**src/rtl/traffic_pkg.sv**
```systemverilog
// -----------------------------------------------------------------------------
// traffic_pkg
// Shared definitions for the two-street traffic-light subsystem:
//   - chan_state_e : per-street sensor channel state encoding (3 bits)
//   - DEF_*        : default timing constants for the sensor conditioner
//   - GREEN/YELLOW/RED : lamp encodings used by the light controller
//   - max3()       : helper used to size channel counters
// No ports (package).
// -----------------------------------------------------------------------------
package traffic_pkg;

  typedef enum logic [2:0] {
    IDLE    = 3'd0,
    QUAL    = 3'd1,
    PRESENT = 3'd2,
    HOLD    = 3'd3,
    FAULT   = 3'd4
  } chan_state_e;

  localparam int DEF_DEBOUNCE_CYCLES = 4;
  localparam int DEF_HOLD_CYCLES     = 8;
  localparam int DEF_STUCK_CYCLES    = 1000;

  localparam logic [1:0] GREEN  = 2'b00;
  localparam logic [1:0] YELLOW = 2'b01;
  localparam logic [1:0] RED    = 2'b10;

  function automatic int max3(input int a, input int b, input int c);
    int m;
    m = (a > b) ? a : b;
    m = (m > c) ? m : c;
    return m;
  endfunction

endpackage

```
**src/rtl/traffic_sensor_conditioner_if.sv**
```systemverilog
// -----------------------------------------------------------------------------
// traffic_sensor_conditioner_if
// Bundles the raw detector inputs, the fault-clear request and the
// conditioned outputs of the sensor conditioner.
//   master : stimulus side (drives raw_a, raw_b, fault_clr; observes outputs)
//   slave  : conditioner side (consumes inputs; drives TA, TB, fault_a, fault_b)
// -----------------------------------------------------------------------------
interface traffic_sensor_conditioner_if;
  logic raw_a;
  logic raw_b;
  logic fault_clr;
  logic TA;
  logic TB;
  logic fault_a;
  logic fault_b;

  modport master (
    output raw_a, raw_b, fault_clr,
    input  TA, TB, fault_a, fault_b
  );

  modport slave (
    input  raw_a, raw_b, fault_clr,
    output TA, TB, fault_a, fault_b
  );
endinterface

```
**src/rtl/sensor_channel.sv**
```systemverilog
// -----------------------------------------------------------------------------
// sensor_channel
// One street's detector conditioning: 2-flop synchronizer, rise debounce,
// fall hold-extension and stuck-sensor fault trap.
// Ports:
//   clk       in  system clock
//   rst       in  synchronous active-high reset
//   raw       in  asynchronous loop detector level (1 = vehicle)
//   fault_clr in  single-cycle request to leave FAULT (honoured only if raw low)
//   t         out conditioned presence (PRESENT or HOLD)
//   fault     out channel latched faulty
// -----------------------------------------------------------------------------
module sensor_channel
  import traffic_pkg::*;
#(
  parameter int DEBOUNCE_CYCLES = DEF_DEBOUNCE_CYCLES,
  parameter int HOLD_CYCLES     = DEF_HOLD_CYCLES,
  parameter int STUCK_CYCLES    = DEF_STUCK_CYCLES
) (
  input  logic clk,
  input  logic rst,
  input  logic raw,
  input  logic fault_clr,
  output logic t,
  output logic fault
);

  localparam int CNT_W = $clog2(max3(DEBOUNCE_CYCLES, HOLD_CYCLES, STUCK_CYCLES)) + 1;

  localparam logic [CNT_W-1:0] CNT_ZERO  = {CNT_W{1'b0}};
  localparam logic [CNT_W-1:0] CNT_ONE   = CNT_W'(1);
  localparam logic [CNT_W-1:0] DEB_LAST  = CNT_W'(DEBOUNCE_CYCLES - 1);
  localparam logic [CNT_W-1:0] HOLD_LAST = CNT_W'(HOLD_CYCLES - 1);
  localparam logic [CNT_W-1:0] STK_LAST  = CNT_W'(STUCK_CYCLES - 1);

  logic              sync1_r;
  logic              sync2_r;
  chan_state_e       state_r;
  chan_state_e       state_next_s;
  logic [CNT_W-1:0]  cnt_r;
  logic [CNT_W-1:0]  cnt_next_s;
  logic              t_r;
  logic              t_next_s;
  logic              fault_r;
  logic              fault_next_s;

  // Two-flop synchronizer for the asynchronous detector level.
  always_ff @(posedge clk) begin
    if (rst) begin
      sync1_r <= 1'b0;
      sync2_r <= 1'b0;
    end else begin
      sync1_r <= raw;
      sync2_r <= sync1_r;
    end
  end

  // State, counter and output flag registers.
  always_ff @(posedge clk) begin
    if (rst) begin
      state_r <= IDLE;
      cnt_r   <= CNT_ZERO;
      t_r     <= 1'b0;
      fault_r <= 1'b0;
    end else begin
      state_r <= state_next_s;
      cnt_r   <= cnt_next_s;
      t_r     <= t_next_s;
      fault_r <= fault_next_s;
    end
  end

  // Next-state and counter logic; the counter restarts on every state change.
  always_comb begin
    state_next_s = state_r;
    cnt_next_s   = cnt_r;
    case (state_r)
      IDLE: begin
        if (sync2_r) begin
          state_next_s = QUAL;
          cnt_next_s   = CNT_ONE;
        end else begin
          cnt_next_s   = CNT_ZERO;
        end
      end
      QUAL: begin
        if (!sync2_r) begin
          state_next_s = IDLE;
          cnt_next_s   = CNT_ZERO;
        end else if (cnt_r == DEB_LAST) begin
          state_next_s = PRESENT;
          cnt_next_s   = CNT_ZERO;
        end else begin
          cnt_next_s   = cnt_r + CNT_ONE;
        end
      end
      PRESENT: begin
        if (!sync2_r) begin
          state_next_s = HOLD;
          cnt_next_s   = CNT_ZERO;
        end else if (cnt_r == STK_LAST) begin
          state_next_s = FAULT;
          cnt_next_s   = CNT_ZERO;
        end else begin
          cnt_next_s   = cnt_r + CNT_ONE;
        end
      end
      HOLD: begin
        // Returning traffic goes straight back to PRESENT so T has no gap.
        if (sync2_r) begin
          state_next_s = PRESENT;
          cnt_next_s   = CNT_ZERO;
        end else if (cnt_r == HOLD_LAST) begin
          state_next_s = IDLE;
          cnt_next_s   = CNT_ZERO;
        end else begin
          cnt_next_s   = cnt_r + CNT_ONE;
        end
      end
      FAULT: begin
        // A clear while the loop still reads occupied is dropped, not queued.
        if (fault_clr && !sync2_r) begin
          state_next_s = IDLE;
          cnt_next_s   = CNT_ZERO;
        end else begin
          cnt_next_s   = CNT_ZERO;
        end
      end
      default: begin
        state_next_s = IDLE;
        cnt_next_s   = CNT_ZERO;
      end
    endcase
  end

  // Output decode from the next state so the flags register with the state.
  always_comb begin
    t_next_s     = (state_next_s == PRESENT) || (state_next_s == HOLD);
    fault_next_s = (state_next_s == FAULT);
  end

  assign t     = t_r;
  assign fault = fault_r;

endmodule

```
**src/rtl/traffic_sensor_conditioner.sv**
```systemverilog
// -----------------------------------------------------------------------------
// traffic_sensor_conditioner
// Produces clean TA/TB presence inputs for the light FSM from raw loop
// detectors. Two independent sensor_channel instances; fault_clr is shared.
// Ports:
//   clk  in  system clock
//   rst  in  synchronous active-high reset
//   bus  slave modport: raw_a, raw_b, fault_clr in; TA, TB, fault_a, fault_b out
// -----------------------------------------------------------------------------
module traffic_sensor_conditioner
  import traffic_pkg::*;
#(
  parameter int DEBOUNCE_CYCLES = DEF_DEBOUNCE_CYCLES,
  parameter int HOLD_CYCLES     = DEF_HOLD_CYCLES,
  parameter int STUCK_CYCLES    = DEF_STUCK_CYCLES
) (
  input logic                          clk,
  input logic                          rst,
  traffic_sensor_conditioner_if.slave  bus
);

  sensor_channel #(
    .DEBOUNCE_CYCLES (DEBOUNCE_CYCLES),
    .HOLD_CYCLES     (HOLD_CYCLES),
    .STUCK_CYCLES    (STUCK_CYCLES)
  ) u_ch_a (
    .clk       (clk),
    .rst       (rst),
    .raw       (bus.raw_a),
    .fault_clr (bus.fault_clr),
    .t         (bus.TA),
    .fault     (bus.fault_a)
  );

  sensor_channel #(
    .DEBOUNCE_CYCLES (DEBOUNCE_CYCLES),
    .HOLD_CYCLES     (HOLD_CYCLES),
    .STUCK_CYCLES    (STUCK_CYCLES)
  ) u_ch_b (
    .clk       (clk),
    .rst       (rst),
    .raw       (bus.raw_b),
    .fault_clr (bus.fault_clr),
    .t         (bus.TB),
    .fault     (bus.fault_b)
  );

endmodule
```
**src/flat_wrapper.sv**
```systemverilog
// flat-port wrapper written by rule: the top's interface ports become plain ports
module traffic_sensor_conditioner_flat import traffic_pkg::*;
#(
  parameter int DEBOUNCE_CYCLES = DEF_DEBOUNCE_CYCLES,
  parameter int HOLD_CYCLES     = DEF_HOLD_CYCLES,
  parameter int STUCK_CYCLES    = DEF_STUCK_CYCLES
)
  (clk, rst, bus_raw_a, bus_raw_b, bus_fault_clr, bus_TA, bus_TB, bus_fault_a, bus_fault_b);
  traffic_sensor_conditioner_if bus_i ();
  input logic clk;
  input logic rst;
  input wire logic [$bits(bus_i.raw_a)-1:0] bus_raw_a;
  input wire logic [$bits(bus_i.raw_b)-1:0] bus_raw_b;
  input wire logic [$bits(bus_i.fault_clr)-1:0] bus_fault_clr;
  output wire logic [$bits(bus_i.TA)-1:0] bus_TA;
  output wire logic [$bits(bus_i.TB)-1:0] bus_TB;
  output wire logic [$bits(bus_i.fault_a)-1:0] bus_fault_a;
  output wire logic [$bits(bus_i.fault_b)-1:0] bus_fault_b;
  assign bus_i.raw_a = bus_raw_a;
  assign bus_i.raw_b = bus_raw_b;
  assign bus_i.fault_clr = bus_fault_clr;
  assign bus_TA = bus_i.TA;
  assign bus_TB = bus_i.TB;
  assign bus_fault_a = bus_i.fault_a;
  assign bus_fault_b = bus_i.fault_b;
  traffic_sensor_conditioner #(.DEBOUNCE_CYCLES(DEBOUNCE_CYCLES), .HOLD_CYCLES(HOLD_CYCLES), .STUCK_CYCLES(STUCK_CYCLES)) u_core (.clk(clk), .rst(rst), .bus(bus_i));
endmodule
```
**config.mk**
```make
export PLATFORM = sky130hd
export DESIGN_NAME = traffic_sensor_conditioner_flat
export DESIGN_NICKNAME = d
export VERILOG_FILES = /design/src/rtl/traffic_pkg.sv /design/src/rtl/traffic_sensor_conditioner_if.sv /design/src/rtl/sensor_channel.sv /design/src/rtl/traffic_sensor_conditioner.sv /design/src/flat_wrapper.sv
export SDC_FILE = /design/constraint.sdc
export NUM_CORES = 1
export LEC_CHECK = 0
export BUFFER_PORTS_ARGS = -buffer_cell sky130_fd_sc_hd__clkbuf_2
export CAP_MARGIN = 20
export CELL_PAD_IN_SITES_DETAIL_PLACEMENT = 2
export CELL_PAD_IN_SITES_GLOBAL_PLACEMENT = 2
export CORE_UTILIZATION = 35
export DETAILED_ROUTE_END_ITERATION = 10
export PLACE_DENSITY = 0.77
export SYNTH_ARGS = -nofsm -noshare
export SYNTH_HDL_FRONTEND = slang
export SYNTH_HIERARCHICAL = 1
export SYNTH_SLANG_ARGS = --single-unit
```
**constraint.sdc**
```tcl
create_clock -name clk -period 1.9 [get_ports clk]
set_input_delay 0.285 -clock clk [delete_from_list [all_inputs] [get_ports clk]]
set_output_delay 0.285 -clock clk [all_outputs]
set_load 0.05 [all_outputs]
```
==> flow_summary.yaml <==
status:
  status: "finished, final reports clean"
timing:
  fin_crit_sh_pct: 92.1
  hold_slack_ns: 0.189
  clock_skew_ns: 0.00658
  slew_violations: 0
  setup_viol: 0
  fmax_ghz: 0.571
  finalCriticalPeriod_ns: 1.75
  rsz0062_at_grt: "no"
  relSlewSlack_pct: 71.4
  tightest_slew_ns: 0.425
  finalSetupTns_ns: 0
  final_hold_viol_count: 0
routing:
  wl_mm: 4.89
  vias_per_cell: 5.34
  firstDrtPassIters: 4
  wl_per_cell_microns: 17.4
  vias: 1505
  final_antenna_net_count: 0
  initialDrtViolationCount: 58
  drc: 0
grt:
  grt.total_usage_pct: 21.6
  grt_pass1_vias: 1660
  grt_pass1_wl_mm: 8.36
  grt-ovfl-total: 0
  grt_max_degree: 15
  antenna_found_initial: 0
pwr:
  power_frac_seq_pct: 57.3
  max-vdd-ir-drop_mv: 0.264
  leakage_nw: 0.626
  combPwrFrac_pct: 2.8
  p_per_area_nw_per_um2: 671
  p_switching_w: 0.000313
  p_sw_share_pct: 23.4
  intPower_w: 0.00103
  p_clk_share_pct: 39.8
placed_design:
  place_congestion: 0.854
  dpl.hpwl_mm: 3.66
  numPortBuffers: 8
  placed_cell_area_sq_um: 1910
min_path:
  hold_path_depth: 2
  hold_class: "in2reg"
  hp-start: "bus_raw_b"
  whs_endpoint: "u_core/u_ch_b/sync1_r$_SDFF_PP0_"
synth:
  ys.flop_type: "dfxtp_1"
  ys_ff_latch: 36
  synth_warnings: 6
  synth_area_sq_um: 1750
  synthCells: 197
  synth_edf_count: 0
  netlist-cell-type-count: 44
  ys_async_sr_fraction_pct: 0
  synth_area_per_cell_sq_um: 8.87
  seq_area_frac_synth_pct: 41.3
  synth_fp_nets: 204
clocking:
  clk_pin_slew_worst_paths_ns: 0.08
  cts_resized: 0
  cts_tree: "yes"
  insertion_delay_ns: 0.30
  cts_buffers: 5
  ctsHoldBuffers: 0
  clock_sinks: 36
  post_cts_buffers: 0
  clock_path_buffers: 2
  cts_max_level: 2
  cts_root_buffer: "clkbuf_8"
floorplanning:
  rows: 25
  placeableCoreArea_sq_um: 4750
  num_io_pins: 9
  start_util_pct: 36.7
  dieWidth_microns: 72.6
  dieArea_sq_um: 5280
  die_h_microns: 72.6
cells_and_area:
  drive_gt1_share_pct: 15.8
  multi_input_area_sq_um: 987
  antennaDiodeCount: 0
  postLayoutCellArea_sq_um: 2000
  final_net_count: 222
  nFillCells: 564
  regArea_sq_um: 721
  area_growth_pct: 14.3
setup_path:
  cp_max_fo: 4
  r2r_start: "u_core/u_ch_b/cnt_r[0]$_SDFF_PP0_"
  reg2reg_slack_ns: 0.15
  cp-end-kind: "flip-flop"
  rr_worst_depth: 6
  critPathKind: "reg2reg"
  required_ns: 2.09
  rr_endpoint: "u_core/u_ch_b/state_r[0]$_SDFF_PP0_"
  cp_data_arrival_time_ns: 1.95
  startpoint_type: "flip-flop"
flow_run:
  cap_viol_max_count: 0
==> power by group through the flow <==
stage	registers, W	clock network, W	logic (W)
after floorplan	0.000783	0	0.0000179
after global placement	0.000785	0	0.0000342
after detailed placement	0.000786	0	0.0000379
after CTS	0.000768	0.000557	0.0000384
after global routing	0.000769	0.000588	0.0000418
final	0.000768	0.000534	0.0000376
==> synthesized netlist by cell type, drive strengths merged (3+ instances only) <==
| cell | number | area share [%] |
|---|---|---|
| or3 | 4 | 2.0 |
| inv | 6 | 1.3 |
| nand4 | 4 | 1.4 |
| xor2 | 4 | 2.0 |
| a21oi | 24 | 6.9 |
| nand2b | 6 | 2.6 |
| nor4 | 3 | 1.9 |
| o21ai | 11 | 3.2 |
| xnor2 | 14 | 7.0 |
| clkbuf | 3 | 0.72 |
| nand3 | 13 | 4.0 |
| nor2 | 10 | 2.1 |
| nand2 | 11 | 2.4 |
| nor3 | 12 | 3.4 |
| dfxtp | 36 | 41 |
| nor2b | 10 | 3.6 |
==> placed cells by master (no fill, tap or decap), drive strengths merged, types with 6 or more instances in the layout <==
cell,netlist,final
dfxtp,36,36
a21oi,24,24
xnor2,14,14
clkbuf,3,14
nand3,13,13
nor3,12,12
nand2,11,11
o21ai,11,11
nor2b,10,10
nor2,10,10
buf,1,7
inv,6,6
nand2b,6,6
==> registers in the layout (all words and copies together), names as in the netlist, 3 cells and up <==
name / cells
u_core/u_ch_b/state_r: 3
u_core/u_ch_b/cnt_r: 11
u_core/u_ch_a/cnt_r: 11
u_core/u_ch_a/state_r: 3
==> critical path, cell delays in order, from the launching register on <==
cell      delay [ns]
dfxtp_1         0.34
ha_1            0.17
or4b_4          0.47
nor4_4          0.18
buf_4           0.18
nand3b_1        0.08
a31o_1          0.23
==> worst max-delay path by stage <==
stage	startpoint	end	cells past startpoint
after floorplan	u_core/u_ch_b/cnt_r[0]$_SDFF_PP0_	u_core/u_ch_b/cnt_r[10]$_SDFF_PP0_	6
after global placement	u_core/u_ch_b/cnt_r[0]$_SDFF_PP0_	u_core/u_ch_b/cnt_r[8]$_SDFF_PP0_	6
after detailed placement	u_core/u_ch_b/cnt_r[0]$_SDFF_PP0_	u_core/u_ch_b/cnt_r[7]$_SDFF_PP0_	6
after CTS	u_core/u_ch_b/cnt_r[0]$_SDFF_PP0_	u_core/u_ch_b/cnt_r[7]$_SDFF_PP0_	6
after global routing	u_core/u_ch_b/cnt_r[0]$_SDFF_PP0_	u_core/u_ch_b/state_r[0]$_SDFF_PP0_	6
final	u_core/u_ch_b/cnt_r[0]$_SDFF_PP0_	u_core/u_ch_b/state_r[0]$_SDFF_PP0_	6
==> metrics by stage <==
stage	total power (W)	setup slack [ns]	util, %	std cells
after floorplan	0.000801	0.175	-	197
after global placement	0.000819	0.203	40.2	275
after detailed placement	0.000823	0.102	40.2	275
after CTS	0.00136	0.0915	41.8	282
after global routing	0.00140	0.00408	42.0	282
final	0.00134	0.149	42.0	282
==> cell families (layout without fill, tap and decap cells) <==
group | Yosys count | after routing | share of synthesized area, %
adders and majority gates | 2 | 2 | 1.43
AOI/OAI and AO/OA | 52 | 52 | 18.5
buffers and inverters | 10 | 28 | 2.65
DFF | 36 | 36 | 41.3
xor gates and xnor gates | 18 | 18 | 9.03
and+or+nand+nor | 79 | 79 | 27.1
==> area by class of cell <==
| cell class | count | share of cell area (%) |
|---|---|---|
| flip-flops and latches | 36 | 36.1 |
| well taps | 67 | 4.20 |
| repair buffers | 15 | 5.26 |
| clock inverters | 1 | 0.251 |
| multi-input cells | 151 | 49.4 |
| clock buffers | 6 | 3.63 |
| inverters | 6 | 1.13 |
==> layer usage <==
metal	vias to the layer above	wire length, microns	GRT usage (%)	part of all wire, %
met3	5	110	5.11	2.2
li1	738	-	-	-
met2	14	2620	40.0	54
met4	0	78	9.15	1.6
met1	748	2080	23.4	43
met5	-	0	0	0
(Power assumes the default switching activity.)
